**config.mk**
```make
export PLATFORM = sky130hd
export DESIGN_NAME = multicast_input_unit
export DESIGN_NICKNAME = d
export VERILOG_FILES = /design/src/rtl/multicast_input_unit_pkg.sv /design/src/rtl/multicast_input_unit_route_compute.sv /design/src/rtl/multicast_input_unit.sv
export SDC_FILE = /design/constraint.sdc
export NUM_CORES = 1
export LEC_CHECK = 0
export ABC_AREA = 0
export BUFFER_PORTS_ARGS = -buffer_cell sky130_fd_sc_hd__buf_4
export CORE_ASPECT_RATIO = 1.5
export CORE_UTILIZATION = 26
export DETAILED_ROUTE_END_ITERATION = 8
export PLACE_DENSITY = 0.49
export SLEW_MARGIN = 15
export SYNTH_ARGS = -nofsm -noshare
export SYNTH_HDL_FRONTEND = slang
export SYNTH_SLANG_ARGS = --single-unit
```
**constraint.sdc**
```tcl
create_clock -name mi_clk -period 6.6 [get_ports mi_clk]
set_input_delay 1.32 -clock mi_clk [delete_from_list [all_inputs] [get_ports mi_clk]]
set_output_delay 1.32 -clock mi_clk [all_outputs]
set_load 0.05 [all_outputs]
```
**src/rtl/multicast_input_unit_pkg.sv**
```systemverilog
// rtl/multicast_input_unit_pkg.sv - shared constants and types for the multicast input unit
package multicast_input_unit_pkg;

    localparam int PORT_L    = 0;
    localparam int PORT_W    = 1;
    localparam int PORT_N    = 2;
    localparam int PORT_E    = 3;
    localparam int PORT_S    = 4;
    localparam int NUM_PORTS = 5;

    localparam int MESH_DIM  = 4;

    // Destination bitmap occupies the top 16 bits of a flit.
    localparam int BMP_MSB   = 29;
    localparam int BMP_LSB   = 14;

    typedef enum logic {
        IDLE  = 1'b0,
        SERVE = 1'b1
    } mi_state_e;

    function automatic logic [NUM_PORTS-1:0] port_bit(input int p);
        port_bit = NUM_PORTS'(1) << p;
    endfunction

endpackage

```
**src/rtl/multicast_input_unit_route_compute.sv**
```systemverilog
// rtl/multicast_input_unit_route_compute.sv - XY route of a destination bitmap to a 5-bit output-port label
module mi_route_compute
    import multicast_input_unit_pkg::*;
#(
    parameter int router_ID = 6
) (
    input  logic [MESH_DIM*MESH_DIM-1:0] bitmap_i,
    output logic [NUM_PORTS-1:0]         label_o
);

    localparam int MY_X = router_ID % MESH_DIM;
    localparam int MY_Y = router_ID / MESH_DIM;

    // X is resolved first; only destinations in this column route N/S/L.
    always_comb begin
        label_o = '0;
        for (int d = 0; d < MESH_DIM*MESH_DIM; d++) begin
            if (bitmap_i[d]) begin
                if ((d % MESH_DIM) > MY_X)      label_o = label_o | port_bit(PORT_E);
                else if ((d % MESH_DIM) < MY_X) label_o = label_o | port_bit(PORT_W);
                else if ((d / MESH_DIM) < MY_Y) label_o = label_o | port_bit(PORT_N);
                else if ((d / MESH_DIM) > MY_Y) label_o = label_o | port_bit(PORT_S);
                else                            label_o = label_o | port_bit(PORT_L);
            end
        end
    end

endmodule

```
**src/rtl/multicast_input_unit.sv**
```systemverilog
// rtl/multicast_input_unit.sv - input FIFO plus multicast label tracking; MI_DROP_CNT_EN adds drop_cnt
module multicast_input_unit
    import multicast_input_unit_pkg::*;
#(
    parameter int DEPTH     = 4,
    parameter int WIDTH     = 2,
    parameter int DATASIZE  = 30,
    parameter int router_ID = 6
) (
    input  logic                 mi_clk,
    input  logic                 rst,
    input  logic                 in_valid,
    input  logic [DATASIZE-1:0]  in_data,
    output logic                 full,
    output logic [4:0]           label_out,
    output logic [DATASIZE-1:0]  data_out,
    output logic                 valid_out,
    input  logic [4:0]           grant
`ifdef MI_DROP_CNT_EN
    ,
    output logic [7:0]           drop_cnt
`endif
);

    localparam logic [WIDTH:0] DEPTH_CNT = (WIDTH+1)'(DEPTH);
    localparam logic [WIDTH:0] ONE_CNT   = (WIDTH+1)'(1);

    logic [DATASIZE-1:0] mem_q [DEPTH];
    logic [WIDTH-1:0]    wr_ptr_q;
    logic [WIDTH-1:0]    rd_ptr_q;
    logic [WIDTH-1:0]    rd_ptr_nxt;
    logic [WIDTH:0]      count_q;
    logic [WIDTH:0]      count_d;
    logic                full_q;
    logic                empty;
    logic                push;
    logic                pop;
    logic                drop;

    mi_state_e           state_q;
    logic [4:0]          label_q;
    logic [4:0]          rem;
    logic [4:0]          head_label;
    logic [4:0]          next_label;

    assign empty      = (count_q == '0);
    assign push       = in_valid && !full_q;
    assign rd_ptr_nxt = rd_ptr_q + WIDTH'(1);
    assign rem        = label_q & ~grant;

    mi_route_compute #(.router_ID(router_ID)) u_route_head (
        .bitmap_i (mem_q[rd_ptr_q][BMP_MSB:BMP_LSB]),
        .label_o  (head_label)
    );

    // Looking one entry ahead lets the next label load on the final grant cycle.
    mi_route_compute #(.router_ID(router_ID)) u_route_next (
        .bitmap_i (mem_q[rd_ptr_nxt][BMP_MSB:BMP_LSB]),
        .label_o  (next_label)
    );

    always_comb begin
        drop = (state_q == IDLE) && !empty && (head_label == '0);
        pop  = drop || ((state_q == SERVE) && (rem == '0));
    end

    always_comb begin
        count_d = count_q;
        case ({push, pop})
            2'b10:   count_d = count_q + ONE_CNT;
            2'b01:   count_d = count_q - ONE_CNT;
            default: count_d = count_q;
        endcase
    end

    always_ff @(posedge mi_clk) begin
        if (push) begin
            mem_q[wr_ptr_q] <= in_data;
        end
    end

    always_ff @(posedge mi_clk) begin
        if (rst) begin
            wr_ptr_q <= '0;
            rd_ptr_q <= '0;
            count_q  <= '0;
            full_q   <= 1'b0;
        end else begin
            if (push) wr_ptr_q <= wr_ptr_q + WIDTH'(1);
            if (pop)  rd_ptr_q <= rd_ptr_nxt;
            count_q <= count_d;
            full_q  <= (count_d == DEPTH_CNT);
        end
    end

    // A zero label on the look-ahead entry falls back to IDLE, which drops it.
    always_ff @(posedge mi_clk) begin
        if (rst) begin
            state_q <= IDLE;
            label_q <= '0;
        end else begin
            case (state_q)
                IDLE: begin
                    if (!empty && (head_label != '0)) begin
                        label_q <= head_label;
                        state_q <= SERVE;
                    end
                end
                SERVE: begin
                    if (rem != '0) begin
                        label_q <= rem;
                    end else if ((count_q > ONE_CNT) && (next_label != '0)) begin
                        label_q <= next_label;
                    end else begin
                        label_q <= '0;
                        state_q <= IDLE;
                    end
                end
                default: begin
                    label_q <= '0;
                    state_q <= IDLE;
                end
            endcase
        end
    end

    assign full      = full_q;
    assign label_out = (state_q == SERVE) ? label_q : 5'b0;
    assign valid_out = |label_out;
    assign data_out  = empty ? '0 : mem_q[rd_ptr_q];

`ifdef MI_DROP_CNT_EN
    logic [7:0] drop_cnt_q;

    always_ff @(posedge mi_clk) begin
        if (rst) begin
            drop_cnt_q <= '0;
        end else if (drop && (drop_cnt_q != 8'hFF)) begin
            drop_cnt_q <= drop_cnt_q + 8'd1;
        end
    end

    assign drop_cnt = drop_cnt_q;
`endif

endmodule

```
==> flow_metrics.env <==
export IMPL_status="finished clean"
export IMPL_avgRoutedWirePerCell_um=18.61
export IMPL_crit_family="flip-flops"
export IMPL_routed_wirelength_mm=13.38
export IMPL_nNetsFinal=482
export IMPL_dieArea_mm2=0.02306
export IMPL_critical_path_arrival_ns=2.45
export IMPL_ctsHoldBuffers=0
export IMPL_fin_area_mm2=0.007282
export IMPL_path_cells="mux4_2 -> and2_1 -> buf_4"
export IMPL_postSynthCellCount=354
export IMPL_clk_pin_slew_ns=0.06
export IMPL_ios=75
export IMPL_ys_seq_area_share_pct=67.22
export IMPL_nFillCells=2120
export IMPL_leakagePower_nw=2.512
export IMPL_end_kind="primary output"
export IMPL_cts_tree="done"
export IMPL_synthArstFlopShare_pct=0
export IMPL_die_h_um=185.5
export IMPL_grt_usage_pct=12.37
export IMPL_final_hold_viol_count=0
export IMPL_drt_iter0_drc=157
export IMPL_post_place_ws_ns=2.768
export IMPL_min_period_over_period_pct=57.05
export IMPL_gr_total_overflow=0
export IMPL_vdd_drop_max_uv=181.7
export IMPL_yosys_most_used_dff="edfxtp_1"
export IMPL_cpPeakStageDelay_ns=0.94
export IMPL_drv_slew=0
export IMPL_critPathLaunchType="flop"
export IMPL_relSlewSlack_pct=34.13
export IMPL_via_per_inst=4.680
export IMPL_tightest_slew_ns=0.9880
export IMPL_initial_core_util_pct=26.67
export IMPL_yosysWarnings=0
export IMPL_reg2reg_depth=9
export IMPL_dp_hpwl_mm=9.032
export IMPL_multi_input_area_mm2=0.001793
export IMPL_cts_buffers=17
export IMPL_ys_types=49
export IMPL_grt_pass1_wl_mm=21.13
export IMPL_antenna_cells=0
export IMPL_die_w_um=124.3
export IMPL_rsz0062_at_grt="false"
export IMPL_critPathKind="flop to primary output"
export IMPL_fin_tns_setup_ns=0
export IMPL_slowest_stage="dfxtp_2"
export IMPL_fmax_mhz=265.6
export IMPL_drtAntennaViolNets=0
export IMPL_drive_above_1_share_pct=32.66
export IMPL_antenna_found_initial=0
export IMPL_grt_pass1_vias=3723
export IMPL_powerDensity_mw_per_mm2=396.0
export IMPL_numPortBuffers=74
export IMPL_cts_resized=0
export IMPL_drc=0
export IMPL_cap_violations=0
export IMPL_clkSinkCount=136
export IMPL_rows=66
export IMPL_place_congestion=0.7817
export IMPL_syn_area_per_cell_um2=16.49
export IMPL_hold_depth=2
export IMPL_cts_path_max_buffers=2
export IMPL_cts_root_buf="clkbuf_16"
export IMPL_synth_edff_count=120
export IMPL_setup_viol=0
export IMPL_post_cts_buffers=0
export IMPL_regArea_mm2=0.003926
export IMPL_clock_latency_ns=0.41
export IMPL_critPathBufInv=1
export IMPL_core_mm2=0.02188
export IMPL_dpl_cell_area_mm2=0.006690
export IMPL_final_util_pct=33.28
export IMPL_path_depth=3
export IMPL_grt_max_degree=33
export IMPL_required_ns=5.28
export IMPL_min_period_ns=3.765
export IMPL_area_growth_pct=24.76
export IMPL_ys_seq_elements=136
export IMPL_cp_max_fo=30
export IMPL_htreeDepth=4
export IMPL_first_pass_iters=4
export IMPL_setup_ws_ns=2.835
export IMPL_skew_ns=0.01019
export IMPL_netlist_area_mm2=0.005837
export IMPL_syn_nets=401
export IMPL_vias=3365
export IMPL_hold_path_class="flop to flop"
==> cells in the mapped netlist, types with 2 or more instances <==
library cell | number | area, um2
nor3_1 | 6 | 30.03
mux4_2 | 30 | 675.7
a221oi_1 | 4 | 35.03
a21oi_1 | 10 | 50.05
nand2b_1 | 2 | 12.51
a211oi_1 | 3 | 22.52
nand3_1 | 4 | 20.02
edfxtp_1 | 120 | 3603
dfxtp_1 | 16 | 320.3
nand2_1 | 3 | 11.26
and2_1 | 39 | 244.0
nor4_1 | 7 | 43.79
mux4_1 | 2 | 52.55
or4_1 | 3 | 22.52
xnor2_1 | 2 | 17.52
buf_2 | 4 | 20.02
nand4_1 | 2 | 12.51
o21bai_1 | 2 | 15.01
ha_1 | 9 | 112.6
o21ai_0 | 4 | 20.02
nor4_2 | 3 | 37.54
clkbuf_1 | 10 | 37.54
inv_1 | 11 | 41.29
nor2b_1 | 10 | 62.56
nor2_1 | 24 | 90.09
==> power breakdown <==
group          switching [mW]  internal (mW)
Combinational           0.496          0.310
Sequential              0.106           1.02
Clock                   0.327          0.624
==> layout make-up <==
type | count | share of cell area [%]
clock inverter | 11 | 2.131
clock buffer | 20 | 5.997
tap | 272 | 4.674
sequential | 136 | 53.92
multi-input combinational | 190 | 24.62
inverter | 12 | 0.6186
timing repair buffer | 78 | 8.041
==> flip-flops by register name, indices dropped and copies added (netlist names), named ones only <==
register and flops:
state_q 1, full 1, mem_q 120, wr_ptr_q 2
rd_ptr_q 2, label_q 5, count_q 3
==> worst min-delay path: cells and delay by family, from the launching register on <==
| family | cells | cell delay, ns |
|---|---|---|
| flip-flops | 1 | 0.31 |
| AND/OR/NAND/NOR | 1 | 0.06 |
| AO/OA/AOI/OAI | 1 | 0.05 |
==> layout by cell type, fill, tap and decap left out, drive strengths merged, types with 6 or more instances in the layout <==
cell    Yosys  routed
a21oi      11      11
and2       39      39
buf         6      78
clkbuf     10      20
clkinv      0       6
dfxtp      16      16
edfxtp    120     120
ha          9       9
inv        12      12
mux4       32      32
nor2       24      24
nor2b      10      10
nor3        6       6
nor4       11      11
==> metrics by stage <==
stage / instances / hold slack [ns] / power [mW]
floorplan: 354 / 0.4358 / 1.707
global placement: 688 / 0.4597 / 1.960
detailed placement: 688 / 0.4599 / 1.968
CTS: 719 / 0.4666 / 2.928
global route: 719 / 0.4949 / 3.023
finish: 719 / 0.4675 / 2.883
==> logic make-up after synthesis <==
logic type	Yosys count	share of synthesized area [%]
buffers and inverters	28	2.079
muxes	33	12.65
xor gates and xnor gates	2	0.3002
adders and majority gates	9	1.929
and+or+nand+nor	110	11.30
DFF	136	67.22
AOI/OAI and AO/OA	36	4.523
==> path summary, 6_finish.rpt <==
path                             endpoint               startpoint  slack, ns
setup / recovery             data_out[23]                     flop       2.83
hold / removal    label_q[1]$_SDFFE_PP0P_  label_q[1]$_SDFFE_PP0P_       0.47
setup reg to reg          full$_SDFF_PP0_                     flop       2.86
hold reg to reg   label_q[1]$_SDFFE_PP0P_  label_q[1]$_SDFFE_PP0P_       0.47
==> layer usage <==
layer	GRT usage, %	wire length, um	part of all wire (%)
met3	3.765	679	5.1
met4	4.530	178	1.3
met1	13.41	5263	39
met2	22.59	7260	54
met5	0	0	0
Note: power is estimated with default switching activity, not from simulation.
